<file path="src/rtl/hazard_ctrl.sv">
// Pipeline hazard controller: operand forwarding, load-use interlock, branch
// redirect flushing and data-memory wait handling for a five-stage pipeline.
module hazard_ctrl #(
    parameter int CNT_W   = 16,
    parameter int TIMEOUT = 255
) (
    input  logic             clk,
    input  logic             rst,
    input  logic             id_valid,
    input  logic [4:0]       id_rs1,
    input  logic [4:0]       id_rs2,
    input  logic             id_use_rs1,
    input  logic             id_use_rs2,
    input  logic [4:0]       id_rd,
    input  logic             id_regwrite,
    input  logic             id_memread,
    input  logic             ex_redirect,
    input  logic             mem_busy,
    output logic             stall_f,
    output logic             stall_d,
    output logic             stall_e,
    output logic             stall_m,
    output logic             flush_d,
    output logic             flush_e,
    output logic             bubble_w,
    output logic [1:0]       fwd_a,
    output logic [1:0]       fwd_b,
    output logic [CNT_W-1:0] stall_cnt,
    output logic             mem_timeout
);

    typedef enum logic [1:0] {
        INIT,
        RUN,
        MEM_WAIT
    } state_t;

    // Register-usage snapshot of the instruction currently in EX.
    typedef struct packed {
        logic [4:0] rs1;
        logic [4:0] rs2;
        logic       use1;
        logic       use2;
        logic [4:0] rd;
        logic       rw;
        logic       ld;
    } ex_shadow_t;

    // Writeback intent of the instructions in MEM and WB.
    typedef struct packed {
        logic [4:0] rd;
        logic       rw;
    } wr_shadow_t;

    localparam int BW = (TIMEOUT < 1) ? 1 : $clog2(TIMEOUT + 1);
    localparam logic [BW-1:0] BUSY_MAX  = BW'(TIMEOUT);
    localparam logic [BW-1:0] BUSY_LAST = BW'(TIMEOUT - 1);

    state_t     state_q, state_d;
    ex_shadow_t ex_q;
    wr_shadow_t mem_q, wb_q;
    logic [BW-1:0] busy_cnt;
    logic       load_use;

    // ------------------------------------------------------------------
    // Forwarding: the MEM result is younger than WB, so it wins.
    // ------------------------------------------------------------------
    function automatic logic [1:0] fwd_sel(input logic       use_src,
                                           input logic [4:0] src,
                                           input wr_shadow_t m,
                                           input wr_shadow_t w);
        logic [1:0] sel;
        sel = 2'b00;
        if (use_src && m.rw && (m.rd != 5'd0) && (m.rd == src))
            sel = 2'b01;
        else if (use_src && w.rw && (w.rd != 5'd0) && (w.rd == src))
            sel = 2'b10;
        return sel;
    endfunction

    assign fwd_a = fwd_sel(ex_q.use1, ex_q.rs1, mem_q, wb_q);
    assign fwd_b = fwd_sel(ex_q.use2, ex_q.rs2, mem_q, wb_q);

    assign load_use = id_valid && ex_q.ld && (ex_q.rd != 5'd0) &&
                      ((id_use_rs1 && (id_rs1 == ex_q.rd)) ||
                       (id_use_rs2 && (id_rs2 == ex_q.rd)));

    // ------------------------------------------------------------------
    // Control FSM
    // ------------------------------------------------------------------
    always_ff @(posedge clk or posedge rst) begin
        if (rst) state_q <= INIT;
        else     state_q <= state_d;
    end

    // NOTE: every output of this block gets a default before the case so no
    // path leaves one unassigned, which would otherwise infer a latch.
    always_comb begin
        state_d  = state_q;
        stall_f  = 1'b0;
        stall_d  = 1'b0;
        stall_e  = 1'b0;
        stall_m  = 1'b0;
        flush_d  = 1'b0;
        flush_e  = 1'b0;
        bubble_w = 1'b0;
        unique case (state_q)
            INIT: begin
                flush_d = 1'b1;
                flush_e = 1'b1;
                state_d = RUN;
            end
            RUN, MEM_WAIT: begin
                if (mem_busy) begin
                    stall_f  = 1'b1;
                    stall_d  = 1'b1;
                    stall_e  = 1'b1;
                    stall_m  = 1'b1;
                    bubble_w = 1'b1;
                    state_d  = MEM_WAIT;
                end else begin
                    // The cycle leaving MEM_WAIT is an ordinary RUN cycle.
                    state_d = RUN;
                    if (ex_redirect) begin
                        flush_d = 1'b1;
                        flush_e = 1'b1;
                    end else if (load_use) begin
                        stall_f = 1'b1;
                        stall_d = 1'b1;
                        flush_e = 1'b1;
                    end
                end
            end
            default: begin
                flush_d = 1'b1;
                flush_e = 1'b1;
                state_d = INIT;
            end
        endcase
    end

    // ------------------------------------------------------------------
    // Pipeline shadows: a memory wait freezes EX and MEM and drains WB.
    // ------------------------------------------------------------------
    // NOTE: sequential state uses non-blocking assignments so every register
    // samples pre-edge values; MEM <= EX and WB <= MEM shift correctly.
    always_ff @(posedge clk or posedge rst) begin
        if (rst) begin
            ex_q  <= '0;
            mem_q <= '0;
            wb_q  <= '0;
        end else if (stall_e) begin
            wb_q <= '0;
        end else begin
            if (flush_e || !id_valid)
                ex_q <= '0;
            else
                ex_q <= '{rs1: id_rs1, rs2: id_rs2, use1: id_use_rs1,
                          use2: id_use_rs2, rd: id_rd, rw: id_regwrite,
                          ld: id_memread};
            mem_q <= '{rd: ex_q.rd, rw: ex_q.rw};
            wb_q  <= mem_q;
        end
    end

    // ------------------------------------------------------------------
    // Statistics and watchdog
    // ------------------------------------------------------------------
    always_ff @(posedge clk or posedge rst) begin
        if (rst)
            stall_cnt <= '0;
        else if (stall_f && (stall_cnt != {CNT_W{1'b1}}))
            stall_cnt <= stall_cnt + CNT_W'(1);
    end

    // stall_m is high exactly on the edges that land in MEM_WAIT, so the
    // count equals the number of consecutive MEM_WAIT cycles so far.
    always_ff @(posedge clk or posedge rst) begin
        if (rst) begin
            busy_cnt    <= '0;
            mem_timeout <= 1'b0;
        end else begin
            if (!stall_m)
                busy_cnt <= '0;
            else if (busy_cnt != BUSY_MAX)
                busy_cnt <= busy_cnt + BW'(1);
            if (stall_m && (busy_cnt >= BUSY_LAST))
                mem_timeout <= 1'b1;
        end
    end

endmodule
</file>
<file path="config.mk">
export PLATFORM = sky130hd
export DESIGN_NAME = hazard_ctrl
export DESIGN_NICKNAME = d
export VERILOG_FILES = /design/src/rtl/hazard_ctrl.sv
export SDC_FILE = /design/constraint.sdc
export NUM_CORES = 1
export LEC_CHECK = 0
export ABC_CLOCK_PERIOD_IN_PS = 2700
export CAP_MARGIN = 20
export CORE_AREA = 5 5 80 82
export CTS_BUF_LIST = sky130_fd_sc_hd__clkbuf_2
export CTS_CLUSTER_DIAMETER = 60
export DETAILED_ROUTE_END_ITERATION = 7
export DIE_AREA = 0 0 85 87
export PLACE_DENSITY = 0.79
export SYNTH_ARGS = -nofsm -noshare
export SYNTH_HDL_FRONTEND = slang
export SYNTH_SLANG_ARGS = --single-unit
</file>
<file path="constraint.sdc">
create_clock -name clk -period 2.7 [get_ports clk]
set_clock_uncertainty 0.1 [all_clocks]
set_input_delay 0.54 -clock clk [delete_from_list [all_inputs] [get_ports clk]]
set_output_delay 0.54 -clock clk [all_outputs]
set_load 0.01 [all_outputs]
</file>
==> impl_metrics.ini, run 1 <==
[global_routing]
grtUsageMet2_pct = 30.8
grt_pass1_wl_um = 10800
grt_antenna_before_repair = 0
track_usage_pct = 18.6
grt_util_met3_pct = 5.87
grt_max_degree = 59
gr-usage-met1_pct = 22.8
grt_pass1_vias = 2257
grt_busiest_layer = met2
grt-ovfl-total = 0

[synth]
yosysSeqAreaShare_pct = 50.3
async_flop_share_pct = 100
synth_cells = 271
yosysTopAreaCell = dfrtp_1
synth_area_leaders = dfrtp_1 50%, xor2_1 7.9%, xnor2_1 7.0%
netlist.area_leader.share_pct = 50.3
postSynthAreaPerCell_um2 = 10.6
synth_most_common_cell = dfrtp_1
synth_nets = 300
synth_flop_cell = dfrtp_1
synth_edf_count = 0
synth.cell_area_mm2 = 0.00289
ys_seq_elements = 58
ys_top_cells_by_count = 58 x dfrtp_1, 33 x nand2_1, 26 x xor2_1, 23 x xnor2_1, 19 x a22o_1
yosysWarnings = 0
yosys.cell_types.count = 38

[detailed_routing]
post_drt_via_cell_ratio = 5.37
routedWlPerCell_um = 15.2
drtAntennaViolNets = 0
drt_iter0_markers = 91
drt-total-wl_um = 6490
vias = 2289
drc = 0
firstDrtPassIters = 4

[clock_network]
cts_buffers = 9
cts_hold_buf = 0
htree_levels = 3
cts.sinks = 58
tritoncts = built
clockRootBuffer = clkbuf_2
clk_pin_slew_ns = 0.16
clk_path_buf_depth = 2
clkLatencyLatePin_ns = 0.47

[layout]
design_area_mm2 = 0.00379
drive_above_1_share_pct = 18.5
diodes = 0
areaGrowthSynthToFinish_pct = 31.5
nets = 375

[job]
drv_cap = 0

[sta]
slew_headroom_pct = 56.7
period_needed_ns = 2.66
hold_violations = 0
rsz0062_at_grt = yes
report.final.slew_viol_count = 0
max_freq_mhz = 375
setup_viol = 0
worstMarginPinSlew_ns = 0.649
setup_slack_ns = 0.0366
whs_ns = 0.309
finalSetupTns_ns = 0
finalCritPeriodShare_pct = 98.6

[floorplanning]
die-area_mm2 = 0.00740
die_y_um = 87
die_w_um = 85
initial_core_util_pct = 50.8
top_level_ports = 52
core-area_mm2 = 0.00568
std_cell_rows = 28

[critical_path]
arrival_ns = 2.02
critPathLaunchType = flip-flop
required_ns = 2.06
critPathMaxFanout = 4
worstSetupPathType = reg -> out
critPathCaptureType = output pin

[place]
portBuffers = 51
dp_hpwl_um = 4760
gp_congestion = 0.772
dp_slack_ns = -0.327
placed_area_mm2 = 0.00359

[run_status]
run_status = finished, final reports clean

[worst_hold_path]
worstHoldPathType = in -> async

[power]
total_leakage_power_nw = 1.86
irDropWorstVdd_mv = 0.489
pwr_density_cell_mw_per_mm2 = 751
[area by class of cell]
| class | instances | area, um2 |
|---|---|---|
| well taps | 75 | 93.8 |
| fillers | 446 | 1880 |
| inverters | 8 | 30.0 |
| repair buffers | 76 | 688 |
| multi-input cells | 193 | 1400 |
| clock buffers | 10 | 50.0 |
| clock inverters | 6 | 81.3 |
| flip-flops and latches | 58 | 1450 |
[per-layer routing]
| metal | vias to the layer above | routed length [um] |
|---|---|---|
| li1 | 1092 | - |
| met1 | 1123 | 2580 |
| met2 | 58 | 3450 |
| met4 | 0 | 158 |
| met3 | 16 | 300 |
| met5 | - | 0 |
[sequential cells by signal, indices dropped and copies added, names as in the netlist]
register / flops
busy_cnt: 8
wb_q: 6
state_q: 2
stall_cnt: 16
ex_q: 19
mem_q: 6
mem_timeout: 1
[critical path: stages (launching register included)]
cell and delay (ns):
dfrtp_2 0.46, or3_1 0.33, o311a_1 0.35, a31oi_4 0.20, inv_1 0.07, buf_2 0.14
[where the power goes]
part | switching [mW] | internal, mW
Combinational | 0.540 | 0.543
Sequential | 0.151 | 0.998
Clock | 0.313 | 0.305
Total | 1.00 | 1.85
[what timing repair did]
item                                    4_1_cts  5_1_grt
cloned                                        0        0
pin swaps                                     5        8
buffers inserted                              3        0
gates resized for setup                      29       15
endpoints found under the setup margin       10       10
[layout by cell type, fill, tap and decap left out, types with 2 or more instances in the layout]
cell              n
nor3b_2           2
nand2b_1          2
nor4b_1           2
dfrtp_1          57
a31oi_1           2
xor2_1           26
bufinv_16         2
and4_1            2
ha_1              4
xnor2_2           2
and2_1            6
nor3_1            7
o21ai_0           2
dlygate4sd2_1     3
inv_1             6
clkdlybuf4s50_1  41
nor2_1           11
xnor2_1          21
inv_2             2
a22o_1           19
clkbuf_2         10
nor4_1            5
buf_4            23
nand2_1          33
nand4_1           9
buf_2             5
and3_1            6
nor3_2            4
clkinv_2          2
nor2_2            2
nand3_1           9
[path summary, 6_finish.rpt]
| path | depth (start not counted) | from | slack [ns] | end |
|---|---|---|---|---|
| min reg2reg | 1 | mem_timeout$_DFFE_PP0P_ | 0.39 | mem_timeout$_DFFE_PP0P_ |
| max reg2reg | 5 | ex_q[5]$_DFFE_PP0N_ | 0.43 | ex_q[11]$_DFFE_PP0N_ |
| max in group asynchronous | 3 | rst | 1.94 | ex_q[5]$_DFFE_PP0N_ |
| min | 3 | rst | 0.31 | stall_cnt[15]$_DFFE_PP0P_ |
| min in group clk | 1 | mem_timeout$_DFFE_PP0P_ | 0.39 | mem_timeout$_DFFE_PP0P_ |
| max | 5 | ex_q[5]$_DFFE_PP0N_ | 0.04 | stall_d |
[kinds of logic (layout without fill, tap and decap cells)]
group	Yosys count	after routing	share of synthesized area (%)
AND/OR/NAND/NOR	105	105	18.9
flip-flops	58	58	50.3
XOR/XNOR	49	49	14.9
AO/OA/AOI/OAI	32	32	9.06
buffers and inverters	20	100	3.82
adder cells (fa/ha/maj)	5	5	2.17
multiplexers	2	2	0.867
[stage by stage]
stage	total power, mW	std cells	utilization, %
after detailed placement	2.21	407	63.2
after floorplan	1.76	271	-
after global routing	3.04	426	66.9
after global placement	2.18	407	63.2
final	2.85	426	66.9
after CTS	2.82	426	65.6
(Power assumes the default switching activity.)
==> run 2, diff against run 1 <==
==> config.mk (replaced) <==
export PLATFORM = sky130hd
export DESIGN_NAME = hazard_ctrl
export DESIGN_NICKNAME = d
export VERILOG_FILES = /design/src/rtl/hazard_ctrl.sv
export SDC_FILE = /design/constraint.sdc
export NUM_CORES = 1
export LEC_CHECK = 0
export ABC_CLOCK_PERIOD_IN_PS = 3420
export CAP_MARGIN = 20
export CORE_AREA = 5 5 79 81
export CTS_BUF_LIST = sky130_fd_sc_hd__clkbuf_2
export CTS_CLUSTER_DIAMETER = 60
export DETAILED_ROUTE_END_ITERATION = 7
export DIE_AREA = 0 0 84 86
export PLACE_DENSITY = 0.81
export SYNTH_ARGS = -nofsm -noshare
export SYNTH_HDL_FRONTEND = slang
export SYNTH_SLANG_ARGS = --single-unit
==> constraint.sdc (replaced) <==
create_clock -name clk -period 3.42 [get_ports clk]
set_clock_uncertainty 0.1 [all_clocks]
set_input_delay 0.684 -clock clk [delete_from_list [all_inputs] [get_ports clk]]
set_output_delay 0.684 -clock clk [all_outputs]
set_load 0.01 [all_outputs]
==> run 2 against run 1 <==
Effect of this change:
- non-clock buffer count shrank 18
- global-route usage grew 0.39 points
- register-to-register slack gained 0.58 ns
- sequential cell count is the same
- worst setup slack gained 0.095 ns
- critical path depth grew 3
- combinational power shrank 29%
- cell area shrank 6.2%
- critical path type is now in -> out
- critical endpoint is now stall_f
==> impl_metrics.ini, run 2 (synthesis gave the netlist of run 1 again) <==
[floorplanning]
initial_core_util_pct = 53.4
die_y_um = 86
core-area_mm2 = 0.00541
top_level_ports = 52
std_cell_rows = 27
die_w_um = 84
die-area_mm2 = 0.00722

[critical_path]
path_buf_inv = 4
cp_top_family = buffers and inverters
worstSetupPathType = in -> out
crit_top_cell = clkdlybuf4s50_1
critPathLaunchType = input pin
critPathMaxFanout = 2
r2r_slack_ns = 1.01
critPathCaptureType = output pin
required_ns = 2.64
cp_cell_sequence = clkdlybuf4s50_1 > xnor2_1 > nand4_1 > o22ai_1 > buf_4 > a31oi_4 > inv_1 > clkdlybuf4s50_1
critical-path-max-stage-delay_ns = 0.55
slowest_stage = clkdlybuf4s50_1
arrival_ns = 2.50

[layout]
top_register = ex_q
areaGrowthSynthToFinish_pct = 23.4
finalNonFillerCells = 404
final_common_cell = dfrtp_1
top_regs = ex_q (19), stall_cnt (16), busy_cnt (8)
largest_register_ffs = 19
nets = 357
layout_common_cells = 58 x dfrtp_1, 50 x clkdlybuf4s50_1, 33 x nand2_1
drive_above_1_share_pct = 7.83
diodes = 0

[place]
placed_cells = 389
gp_congestion = 0.830
portBuffers = 51
dp_hpwl_um = 4960

[detailed_routing]
drc = 0
firstDrtPassIters = 6
drt-total-wl_um = 6570
drtAntennaViolNets = 0
drt_iter0_markers = 110
vias = 2205
routedWlPerCell_um = 16.3
post_drt_via_cell_ratio = 5.46

[clock_network]
cts.sinks = 58
tritoncts = built
clk_pin_slew_ns = 0.16
cts_buffers = 9
clk_path_buf_depth = 2
clkLatencyLatePin_ns = 0.45
clockRootBuffer = clkbuf_2
htree_levels = 3

[run_status]
run_status = finished, final reports clean

[power]
combPwrFrac_pct = 36.7
share_seq_of_total_power_pct = 44.4
p_sw_share_pct = 36.4
internal_power_mw = 1.32
total_leakage_power_nw = 1.71
irDropWorstVdd_mv = 0.412
pwr-share-clk_pct = 18.9
pwr_density_cell_mw_per_mm2 = 584
power_switching_mw = 0.758

[sta]
slew_headroom_pct = 52.5
rsz0062_at_grt = no
hold_violations = 0
max_freq_mhz = 304
setup_viol = 0
finalCritPeriodShare_pct = 96.2
period_needed_ns = 3.29
report.final.slew_viol_count = 0
finalSetupTns_ns = 0
worstMarginPinSlew_ns = 0.712

[global_routing]
grt_pass1_wl_um = 11000
grt_busiest_layer = met2
grtUsageMet2_pct = 32.4
track_usage_pct = 19.0
grt_util_met3_pct = 3.75
gr-usage-met1_pct = 24.2
grt_pass1_vias = 2250
grt-ovfl-total = 0
grt_max_degree = 32
grt_antenna_before_repair = 0

[worst_hold_path]
worstHoldPathType = in -> async

[job]
drv_cap = 0
[run 2: changes by cell type in the layout (fill, tap and decap cells not counted), moves of 2 or more]
cell	before	now
buf_4	23	7
clkdlybuf4s50_1	41	50
buf_2	5	0
nor3_1	7	11
nor3_2	4	0
dlygate4sd2_1	3	0
clkinv_1	1	3
xnor2_1	21	23
xnor2_2	2	0
[run 2: per-layer routing]
| layer | vias up | wire length [um] |
|---|---|---|
| li1 | 1059 | - |
| met1 | 1088 | 2800 |
| met2 | 47 | 3400 |
| met3 | 11 | 262 |
| met4 | 0 | 110 |
| met5 | - | 0 |
[run 2: layout make-up]
type	instances	area (um2)
fill	428	1840
inverter	8	30.0
clock buffer	10	50.0
timing repair buffer	58	566
clock inverter	5	46.3
sequential	58	1450
tap	72	90.1
multi-input combinational	193	1330
[run 2: final timing paths]
path                                           from                  endpoint  cells after the start
max in group asynchronous                       rst       ex_q[1]$_DFFE_PP0N_                      3
worst min register to register  ex_q[1]$_DFFE_PP0N_      mem_q[0]$_DFFE_PP0N_                      2
min in group clk                ex_q[1]$_DFFE_PP0N_      mem_q[0]$_DFFE_PP0N_                      2
worst max register to register  ex_q[6]$_DFFE_PP0N_       ex_q[1]$_DFFE_PP0N_                      5
worst min-delay path                            rst  stall_cnt[4]$_DFFE_PP0P_                      2
worst max-delay path                      id_rs1[1]                   stall_f                      8
[run 2: through the flow]
stage	worst slack [ns]	hold WS, ns	total power, mW	area, um2	util (%)
global route	0.0344	0.323	2.20	3560	65.9
floorplan	0.873	0.346	1.39	2890	-
detailed placement	0.104	0.365	1.70	3460	64.0
finish	0.131	0.344	2.08	3560	65.9
global placement	0.120	0.360	1.66	3460	64.0
CTS	0.00131	0.321	2.10	3550	65.8
[run 2: timing repair]
item,CTS,global route
endpoints found under the setup margin,0,3
hold buffers,0,0
buffers inserted,0,0
resized for setup,0,3
[run 2: power by group through the flow]
| stage | registers, mW | clock network, mW | logic, mW |
|---|---|---|---|
| 2_1_floorplan | 0.911 | 0 | 0.483 |
| 3_3_place_gp | 0.929 | 0 | 0.736 |
| 3_5_place_dp | 0.934 | 0 | 0.767 |
| 4_1_cts | 0.922 | 0.405 | 0.772 |
| 5_1_grt | 0.939 | 0.432 | 0.833 |
| 6_report | 0.923 | 0.394 | 0.764 |
==> run 3, diff against run 2 <==
==> config.mk (replaced) <==
export PLATFORM = sky130hd
export DESIGN_NAME = hazard_ctrl
export DESIGN_NICKNAME = d
export VERILOG_FILES = /design/src/rtl/hazard_ctrl.sv
export SDC_FILE = /design/constraint.sdc
export NUM_CORES = 1
export LEC_CHECK = 0
export ABC_AREA = 1
export ABC_CLOCK_PERIOD_IN_PS = 3420
export CAP_MARGIN = 20
export CORE_AREA = 5 5 85 87
export CTS_CLUSTER_DIAMETER = 60
export DETAILED_ROUTE_END_ITERATION = 7
export DIE_AREA = 0 0 90 92
export HOLD_SLACK_MARGIN = 0.15
export PLACE_DENSITY = 0.79
export SYNTH_ARGS = -nofsm -noshare
export SYNTH_HDL_FRONTEND = slang
export SYNTH_SLANG_ARGS = --single-unit
==> run 3 against run 2 <==
Effect of this change:
- via count increased by 39%
- die area is 15% higher
- worst setup slack better by 0.14 ns
- critical path depth increased by 2
- area after synthesis up 16%
- first-iteration DRC count rose by 73%
- sequential share of layout area shrank 5.5 points
- sequential cell count did not move
- critical path type unchanged
- highest routed layer unchanged
==> impl_metrics.ini, run 3 <==
[run_status]
run_status = finished, final reports clean

[critical_path]
critPathCaptureType = output pin
worstSetupPathType = in -> out
r2r_slack_ns = 1.44
r2r-start = state_q[1]$_DFF_PP0_
path_buf_inv = 3
cp.depth = 10
cp_top_family = buffers and inverters
rr_worst_depth = 10
required_ns = 2.64
r2r-end = stall_cnt[4]$_DFFE_PP0P_
crit_top_cell = nand2_1
arrival_ns = 2.36
critPathMaxFanout = 2
critical-path-max-stage-delay_ns = 0.55
cp_cell_sequence = clkdlybuf4s50_1 > inv_1 > nand2_1 > nand2_1 > nor2_1 > nand3_1 > nand2_1 > nand3_1 > nand2_1 > clkdlybuf4s50_1
critPathLaunchType = input pin
crit_path_end = flush_e
cp-startpoint = id_rs1[4]
slowest_stage = clkdlybuf4s50_1

[detailed_routing]
drtAntennaViolNets = 0
drt_iter0_markers = 190
drc = 0
drt-total-wl_um = 8140
routedWlPerCell_um = 14.0
firstDrtPassIters = 4
vias = 3066
post_drt_via_cell_ratio = 5.26

[clock_network]
cts_setup_buffers = 0
clk_pin_slew_ns = 0.06
cts-resized-gates = 0
tritoncts = built
clk_path_buf_depth = 2
htree_levels = 3
clockRootBuffer = clkbuf_8
cts.sinks = 58
cts_hold_buf = 0
clkLatencyLatePin_ns = 0.34
cts_buffers = 9

[floorplanning]
top_level_ports = 52
std_cell_rows = 29
initial_core_util_pct = 53.5
die_y_um = 92
die-area_mm2 = 0.00828
die_w_um = 90
core-area_mm2 = 0.00628

[global_routing]
grt_antenna_before_repair = 0
track_usage_pct = 20.5
grt-ovfl-total = 0
grt_pass1_wl_um = 14100
grt_max_degree = 52
grt_pass1_vias = 2997

[power]
p_sw_share_pct = 40.9
pwr_density_cell_mw_per_mm2 = 680
total_leakage_power_nw = 2.04
irDropWorstVdd_mv = 0.593
combPwrFrac_pct = 41.5
pwr-share-clk_pct = 20.6
power_switching_mw = 1.14
internal_power_mw = 1.65
share_seq_of_total_power_pct = 37.9

[sta]
finalCritPeriodShare_pct = 92.0
report.final.slew_viol_count = 0
period_needed_ns = 3.15
rsz0062_at_grt = no
hold_violations = 0
finalSetupTns_ns = 0
whs_ns = 0.387
max_freq_mhz = 318
setup_viol = 0
slew_headroom_pct = 64.0
worstMarginPinSlew_ns = 0.540

[synth]
postSynthAreaPerCell_um2 = 7.48
async_flop_share_pct = 100
yosysSeqAreaShare_pct = 43.2
synth_nets = 478
ys_top_cells_by_count = 126 x nand2_1, 58 x dfrtp_1, 54 x inv_1, 50 x nor2_1, 31 x nand3_1
synth_most_common_cell = nand2_1
ys_seq_elements = 58
synth_edf_count = 0
netlist.area_leader.share_pct = 43.2
yosysWarnings = 0
synth.cell_area_mm2 = 0.00336
synth_area_leaders = dfrtp_1 43%, nand2_1 14%, inv_1 6.0%
synth_cells = 449
yosysTopAreaCell = dfrtp_1
yosys.cell_types.count = 34
synth_flop_cell = dfrtp_1

[layout]
final.fill_count = 573
areaGrowthSynthToFinish_pct = 22.5
top_register = ex_q
drive_above_1_share_pct = 6.72
layout_common_cells = 126 x nand2_1, 58 x dfrtp_1, 53 x inv_1
diodes = 0
final_common_cell = nand2_1
largest_register_ffs = 19
finalNonFillerCells = 583
nets = 530
top_regs = ex_q (19), stall_cnt (16), busy_cnt (8)

[place]
portBuffers = 51
dp_hpwl_um = 5980
placed_cells = 567
gp_congestion = 0.901

[worst_hold_path]
worstHoldPathType = reg -> reg

[job]
drv_cap = 0
-- run 3: worst min path at each step --
stage / from / end / slack (ns) / cells past startpoint
4_1_cts: mem_timeout$_DFFE_PP0P_ / mem_timeout$_DFFE_PP0P_ / 0.39 / 1
2_1_floorplan: ex_q[1]$_DFFE_PP0N_ / ex_q[1]$_DFFE_PP0N_ / 0.35 / 2
3_5_place_dp: mem_timeout$_DFFE_PP0P_ / mem_timeout$_DFFE_PP0P_ / 0.37 / 1
5_1_grt: ex_q[0]$_DFFE_PP0N_ / ex_q[0]$_DFFE_PP0N_ / 0.43 / 2
6_report: mem_timeout$_DFFE_PP0P_ / mem_timeout$_DFFE_PP0P_ / 0.39 / 1
3_3_place_gp: ex_q[1]$_DFFE_PP0N_ / ex_q[1]$_DFFE_PP0N_ / 0.37 / 2
-- run 3: cell type report --
type	count	area, um2	share of cell area (%)
inverter	58	218	5.29
clock buffer	14	173	4.20
tap	77	96.3	2.34
timing repair buffer	59	571	13.9
sequential	58	1450	35.3
clock inverter	2	10.0	0.243
multi-input combinational	315	1590	38.8
-- run 3: power groups by stage --
stage / combinational [mW] / sequential [mW] / clock [mW]
5_1_grt: 1.30 / 1.09 / 0.627
6_report: 1.16 / 1.06 / 0.576
2_1_floorplan: 0.822 / 1.02 / 0
3_3_place_gp: 1.13 / 1.06 / 0
3_5_place_dp: 1.16 / 1.07 / 0
4_1_cts: 1.17 / 1.06 / 0.592
-- run 3: kinds of logic after synthesis --
kind of cell | Yosys count | synth area share, %
flops | 58 | 43.2
xor+xnor | 23 | 6.00
compound gates | 35 | 6.11
simple gates | 252 | 33.5
buf+inv | 76 | 9.28
fa+ha+maj | 5 | 1.86
-- run 3: stage by stage --
stage | worst slack, ns | power (mW) | instance area (um2) | utilization, %
finish | 0.275 | 2.80 | 4110 | 65.5
global route | 0.0948 | 3.02 | 4110 | 65.5
CTS | 0.265 | 2.82 | 4110 | 65.5
detailed placement | 0.274 | 2.23 | 3930 | 62.6
global placement | 0.295 | 2.20 | 3930 | 62.6
floorplan | 1.00 | 1.84 | 3360 | -
-- run 3: routing by layer --
layer,global-route usage [%],vias up,wire length (um)
met5,0,-,0
met1,29.3,1440,3710
met2,31.5,79,3920
met3,3.52,11,388
li1,-,1536,-
met4,7.57,0,119
